`config.mk`:
```
export PLATFORM = sky130hd
export DESIGN_NAME = fetch_line_ctrl
export DESIGN_NICKNAME = d
export VERILOG_FILES = /design/src/rtl/fetch_line_ctrl.sv
export SDC_FILE = /design/constraint.sdc
export NUM_CORES = 1
export LEC_CHECK = 0
export BUFFER_PORTS_ARGS = -buffer_cell sky130_fd_sc_hd__buf_4
export CAP_MARGIN = 20
export CORE_AREA = 2 2 231 233
export DETAILED_ROUTE_END_ITERATION = 7
export DIE_AREA = 0 0 233 235
export HOLD_SLACK_MARGIN = 0.06
export PLACE_DENSITY = 0.53
export SKIP_LAST_GASP = 1
export SLEW_MARGIN = 20
export SYNTH_ARGS = -nofsm -noshare
export SYNTH_HDL_FRONTEND = slang
export SYNTH_SLANG_ARGS = --single-unit
```
`constraint.sdc`:
```
create_clock -name clk_i -period 3.7 [get_ports clk_i]
set_input_delay 0.185 -clock clk_i [delete_from_list [all_inputs] [get_ports clk_i]]
set_output_delay 0.185 -clock clk_i [all_outputs]
set_load 0.005 [all_outputs]
```
`src/rtl/fetch_line_ctrl.sv`:
```
// fetch_line_ctrl: line fetch, bypass and backup-line control upstream of the instruction select mux
module fetch_line_ctrl #(
  parameter int XLEN = 32,
  parameter int ILEN = 32,
  parameter int LINE_WORDS = 4,
  parameter logic [XLEN-1:0] BOOT_PC = 32'h0000_0100,
  localparam int OFS_W = $clog2(LINE_WORDS),
  localparam int OFFSET = $clog2(ILEN/8),
  localparam int EW = XLEN + ILEN*LINE_WORDS
) (
  input  logic            clk_i,
  input  logic            rst_i,
  input  logic            redirect_i,
  input  logic [XLEN-1:0] redirect_pc_i,
  output logic            icache_req_valid_o,
  input  logic            icache_req_ready_i,
  output logic [XLEN-1:0] icache_req_addr_o,
  input  logic            icache_resp_valid_i,
  input  logic [EW-1:0]   cache_out_i,
  output logic [EW-1:0]   line_reg_o,
  output logic [EW-1:0]   line_bak_o,
  output logic [OFS_W-1:0] pc_o,
  output logic [OFS_W-1:0] prev_pc_o,
  output logic            pc_sel_o,
  output logic            line_sel_o,
  output logic            instr_valid_o,
  input  logic            instr_ready_i,
  output logic [XLEN-1:0] instr_pc_o
);
  localparam int LA = OFFSET + OFS_W;
  localparam logic PC_CUR = 1'b0;
  localparam logic LINE_REG = 1'b0;
  localparam logic LINE_CACHE = 1'b1;
  typedef enum logic [1:0] {REQ, WAIT, RUN} state_t;
  state_t state_q, state_d;
  logic [XLEN-1:0] pc_q;
  logic [OFS_W-1:0] prev_q;
  logic [EW-1:0] reg_q, bak_q;
  logic reg_vld, bak_vld, drop_q, drop_d;
  logic reg_hit, bak_hit, bypass, raw_vld, swap;
  assign reg_hit = reg_vld && pc_q[XLEN-1:LA] == reg_q[EW-1 -: XLEN-LA];
  assign bak_hit = bak_vld && pc_q[XLEN-1:LA] == bak_q[EW-1 -: XLEN-LA];
  assign bypass = state_q == WAIT && icache_resp_valid_i && !drop_q;
  assign raw_vld = bypass || (state_q == RUN && reg_hit);
  assign swap = state_q == RUN && !redirect_i && !reg_hit && bak_hit;
  assign instr_valid_o = raw_vld && !redirect_i;
  assign instr_pc_o = instr_valid_o ? pc_q : '0;
  assign icache_req_valid_o = state_q == REQ;
  assign icache_req_addr_o = {pc_q[XLEN-1:LA], {LA{1'b0}}};
  assign line_sel_o = bypass ? LINE_CACHE : LINE_REG;
  assign pc_sel_o = PC_CUR;
  assign pc_o = pc_q[LA-1:OFFSET];
  assign prev_pc_o = prev_q;
  assign line_reg_o = reg_q;
  assign line_bak_o = bak_q;
  // next state: a response that coincides with a redirect is still captured, so no request is left dangling
  always_comb begin
    state_d = state_q;
    drop_d = drop_q;
    case (state_q)
      REQ: if (icache_req_ready_i) begin
        state_d = WAIT;
        drop_d = redirect_i;
      end
      WAIT: if (icache_resp_valid_i) begin
        state_d = drop_q ? REQ : RUN;
        drop_d = 1'b0;
      end else if (redirect_i) drop_d = 1'b1;
      RUN: state_d = (!redirect_i && !reg_hit && !bak_hit) ? REQ : RUN;
      default: state_d = REQ;
    endcase
  end
  // pc, line and backup registers
  always_ff @(posedge clk_i) begin
    if (rst_i) begin
      state_q <= REQ;
      pc_q <= BOOT_PC;
      prev_q <= '0;
      reg_q <= '0;
      bak_q <= '0;
      reg_vld <= 1'b0;
      bak_vld <= 1'b0;
      drop_q <= 1'b0;
    end else begin
      state_q <= state_d;
      drop_q <= drop_d;
      pc_q <= redirect_i ? redirect_pc_i : (instr_valid_o && instr_ready_i) ? pc_q + XLEN'(ILEN/8) : pc_q;
      if (raw_vld && instr_ready_i) prev_q <= pc_q[LA-1:OFFSET];
      if (bypass) begin
        bak_q <= reg_q;
        bak_vld <= reg_vld;
        reg_q <= cache_out_i;
        reg_vld <= 1'b1;
      end else if (swap) begin
        reg_q <= bak_q;
        bak_q <= reg_q;
        reg_vld <= bak_vld;
        bak_vld <= reg_vld;
      end
    end
  end
endmodule

```
## Word-level counts from Yosys, hierarchy flattened

Index checks and enable logic that the tools add are counted.

- Bits in latches: 0
- Word-level logic and storage cells: 61
- Output and inout port bits: 392
- ROM bits: 0
- Memory bits (writable): 0
- Memories kept: 0
- Register bits after elaboration: 359

- $mul: 0
- Shifts and indexed selects: 0
- Mux-type cells: 21
- Equal/unequal tests: 7
- Div/mod/pow operators: 0
- Reduce and logical (&&, ||, !) cells: 24
- Magnitude comparators: 0
- Bitwise gates (word level): 0
- $add $sub $neg: 1

Operators with widths:

| cell | number |
|---|---|
| $mux 160 | 4 |
| $mux 32 | 3 |
| $eq 28x28->1 | 2 |
| $add 32x3->32 const B | 1 |
| $logic_and 1x1->1 | 13 |
| $mux 1 | 8 |
| $mux 2 | 4 |
| $pmux 2 s3 | 1 |
| $reduce_bool 2->1 | 3 |
| $logic_not 1->1 | 4 |
| $ne 3x3->1 const B | 1 |
| $reduce_and 3->1 | 1 |
| $eq 2x1->1 const B | 1 |
| $eq 2x2->1 const B | 1 |
| $logic_not 2->1 | 1 |
| $ne 2x1->1 const B | 1 |
| $ne 2x2->1 const B | 1 |
| $pmux 1 s2 | 1 |
| $reduce_and 2->1 | 1 |
| $logic_or 1x1->1 | 1 |

## Logic depth before layout (Yosys ltp)

- Depth in word-level cells: 8
- Mapped depth: 11
- Depth with buffers taken out: 8

## Least setup slack after synthesis

No wires, ideal clock.

- Kind: register to output
- Start: reg pc_q[7]
- End: out instr_pc_o[21]
- Arrival time: 2.112 ns
- Path slack: 1.403 ns
- Buffers on the path: 2
- Cell stages (with the launch flop): 10
- Cells stage by stage: dfxtp_1 > clkbuf_1 > xnor2_1 > nand4_1 > nor4_1 > nand4_1 > and2_1 > nor2_1 > clkbuf_1 > and2_1

- Longest elaborated chain between the ends: 6

Ends and longest elaborated chain:

| what | line | RTL |
|---|---|---|
| start, declared | 36 | `logic [XLEN-1:0] pc_q;` |
| start signal, assigned | 87 | `pc_q <= redirect_i ? redirect_pc_i : (instr_valid_o && instr_ready_i) ? pc_q + XLEN'(ILEN/8) : pc_q;` |
| $eq 28x28->1 | 41 | `assign reg_hit = reg_vld && pc_q[XLEN-1:LA] == reg_q[EW-1 -: XLEN-LA];` |
| $logic_and 1x1->1 | 41 |  |
| $logic_and 1x1->1 | 44 | `assign raw_vld = bypass \|\| (state_q == RUN && reg_hit);` |
| $logic_or 1x1->1 | 44 |  |
| $logic_and 1x1->1 | 46 | `assign instr_valid_o = raw_vld && !redirect_i;` |
| named net instr_valid_o | 26 | `output logic instr_valid_o,` |
| $mux 32 | 47 | `assign instr_pc_o = instr_valid_o ? pc_q : '0;` |
| end, declared | 28 | `output logic [XLEN-1:0] instr_pc_o` |

The timed path passes the listed nets, and every way through them passes these cells.

## Worst setup path in the final report

- Start: reg pc_q[11]
- End: reg pc_q[29]

- Longest elaborated chain between the ends: 7
- Elaborated cells between the ends (all ways): 10

Ends and longest elaborated chain:

| what |
|---|
| branches (longest 7 deep; another with $add 32x3->32) |

Several ways; the timed one is not identified. The select of a mux whose other input is x is not followed.
A chain may end at the register's enable or synchronous reset.

==> summary.txt <==
Drt
  – Via count: 16230
  – Total Wirelength: 65760 um
  – WL/cell: 20.15 um
  – DR iter-0 viols: 1008
  – Wire length on met2: 32200 um
  – Post-detailed-route DRC marker count: 0
  – Top sig layer: met5
  – WL met3: 5177 um
  – Vias per inst: 4.973
  – DR pass1 iterations: 5
  – Wl on met1: 25830 um
  – Antenna viol nets, final: 0

Timing
  – Achievable Freq: 290.6 MHz
  – RSZ-0062 raised after global routing: false
  – Hold Vio Cnt, Final: 0
  – Max-slew violation count: 0
  – Worst slew margin: 30.94%
  – Final hold slack: 0.07519 ns
  – Clock Skew: 0.01744 ns
  – Final Setup Violations: 0
  – Final Cycle Share: 93.00%
  – Post-route minimum period: 3.441 ns
  – TNS Setup: 0 ns
  – Slew @ Worst Pin: 1.036 ns

Critical path
  – Critical setup path kind: flop to flop
  – R2R Setup Slk: 0.26 ns
  – Critical path endpoint category: flop
  – CP bufs+invs: 1
  – CP Max Fanout: 11
  – Largest delay contributor family on the critical path: simple AND/OR/NAND/NOR gates
  – Type of origin of the critical path: flop
  – Worst path max stage delay: 0.74 ns
  – CP arrival: 3.90 ns
  – Critical-path cell list: and4_1 > nand4_1 > nor4_1 > nand3_1 > a32oi_1 > o31a_1 > o41ai_1 > dlygate4sd3_1
  – RR Endpoint: pc_q[29]
  – CP max-delay cell: nor4_1
  – Worst Path Required: 4.16 ns
  – RR Startpoint: pc_q[11]
  – R2r worst-path depth: 8

Yosys
  – Commonest register cell after synthesis: dfxtp_1
  – Gate count after technology mapping: 1856
  – Seq cells post-synth: 359
  – Yosys top cell area share: 43.81%
  – Yosys cell types: 60
  – Post-synth top area cell: dfxtp_1
  – Register area share after synthesis: 43.81%
  – Synth Area per Inst: 8.839 um^2
  – Post-synth ARST share: 0%
  – Yosys warns: 0
  – Largest cells by area after synthesis: dfxtp_1 (44%), mux2i_1 (9.9%), a311oi_2 (9.2%)
  – Mapped Area: 16400 um^2
  – Post-synth EDFFs: 0

CTS
  – # Post-CTS Setup Buffers: 0
  – # H-tree levels: 2
  – TritonCTS buffer count: 44
  – Clock transition at the registers of the reported paths: 0.06 ns
  – CTS root buffer: clkbuf_16
  – Clock latency on the worst-skew pair: 0.57 ns
  – CTS Buffer Depth: 3
  – TritonCTS clock tree: done
  – Clk sinks: 359

Placement
  – Placed cells: 2986
  – Routability cong.: 0.9333
  – Dpl hpwl: 46510 um
  – IO Port Bufs: 584

Worst hold path
  – Hold path start: cache_out_i[159]
  – Hold depth: 3
  – Hold Path Class: primary input to flop
  – Worst Hold End: line_reg_o[159]

Pwr
  – Power per Cell Area: 403.7 nW/um^2
  – Lkg Pwr: 11.14 nW
  – Design Power: 0.01001 W
  – Worst vdd ir: 0.3379 mV

Layout
  – Final Util: 47.45%
  – Commonest non-fill, non-tap cell in the layout: buf_4
  – Area delta synth->final: 51.09%
  – Fin cells: 3263
  – Most frequent cells in the layout: buf_4 (614), nand2_1 (360), dfxtp_1 (359), nor2_1 (357), dlygate4sd3_1 (196)
  – Share of cells above drive strength 1: 31.93%
  – Fillers: 5004
  – Nets@finish: 2739

Die
  – Total core area: 52240 um^2
  – Ports: 590
  – Horiz. Die Dim: 233 um
  – Row cnt: 84
  – Starting Density: 31.41%
  – Die area: 54760 um^2
  – Die height: 235 um

GRT
  – First-pass GRT wire length: 99280 um
  – Antenna violations before repair: 2
  – Number of global-route vias before repair: 16410
  – Largest net degree at the start of global routing: 165
  – GRT Residual Overflow: 0
  – GRT Total Usage: 23.14%

Run
  – Max-cap check violation count: 0

Status
  – Status: finished clean
-- worst max-delay path by stage --
stage                         from               to  slack, ns  cells after the start
after floorplan            pc_q[7]   instr_pc_o[21]       1.40                      9
after global routing      pc_q[16]   instr_pc_o[28]       0.12                      9
after CTS                 pc_q[16]   instr_pc_o[28]       0.22                      9
final                     pc_q[11]         pc_q[29]       0.26                      8
after detailed placement  pc_q[16]  line_bak_o[136]       0.77                      9
after global placement     pc_q[4]   instr_pc_o[28]       0.84                      9
-- what timing repair did --
| item | in CTS | in global routing |
|---|---|---|
| endpoints found under the hold margin | 192 | 0 |
| gates resized for setup | 0 | 1 |
| setup endpoints to repair | 0 | 1 |
| hold buffers | 196 | 0 |
-- cell type report --
type	instances	area (um^2)	share of cell area (%)
Timing Repair Buffer	832	7007	28.27
Inverter	12	45.04	0.1817
Clock buffer	65	1341	5.412
Tap cell	688	860.8	3.473
Multi-Input combinational cell	1291	8179	33.00
Clock inverter	15	162.7	0.6563
Antenna cell	1	2.502	0.01010
Sequential cell	359	7187	29.00
-- registers in the layout (all words and copies together) (netlist names) --
signal and cells:
prev_pc_o 2, bak_vld 1, state_q 2, line_reg_o 160, reg_vld 1, pc_q 32
drop_q 1, line_bak_o 160
-- worst register-to-register path: stages (launching register included) --
cell and delay (ns):
dfxtp_1 0.69, and4_1 0.39, nand4_1 0.17, nor4_1 0.74, nand3_1 0.31, a32oi_1 0.26, o31a_1 0.16, o41ai_1 0.06
dlygate4sd3_1 0.57
-- stage by stage --
stage               worst slack [ns]  cell area, um^2
floorplan                      1.403            16420
detailed placement            0.7670            21320
finish                        0.2590            24790
global route                  0.1217            24790
CTS                           0.2190            24780
global placement              0.8386            21320
-- per-layer routing --
layer,track usage (%),up-vias
li1,-,7721
met1,27.07,7777
met2,39.84,595
met3,6.165,131
met4,9.303,2
met5,0,-
-- power by group --
group	switching (W)	total (W)	internal [W]
sequential	0.000176	0.00419	0.00402
combinational	0.000621	0.00134	0.000717
clock	0.00176	0.00447	0.00271
-- logic make-up (layout without fill, tap and decap cells) --
group | Yosys count | count (layout) | synth area share (%)
AOI/OAI and AO/OA | 240 | 240 | 16.00
xor gates and xnor gates | 60 | 60 | 3.203
adders and majority gates | 1 | 1 | 0.07626
buffers and inverters | 210 | 924 | 6.636
DFF | 359 | 359 | 43.81
muxes | 163 | 163 | 9.946
other | 1 | 6 | 0.02286
and+or+nand+nor | 822 | 822 | 20.30
-- synthesized netlist by cell type, types with 3 or more instances --
master	n
nand2_1	361
dfxtp_1	359
nor2_1	357
mux2i_1	163
clkbuf_1	107
a311oi_2	100
a311oi_1	65
buf_4	46
xnor2_1	40
buf_2	33
and2_1	31
xor2_1	20
nand4_1	18
a211oi_1	15
nor3_1	14
a21oi_1	13
nand3_1	11
buf_6	10
inv_1	10
nor4_1	9
o211ai_1	9
and3_1	7
a32oi_1	6
nor2b_1	3
o21ai_0	3
or4_1	3
Note: power is estimated with default switching activity, not from simulation.
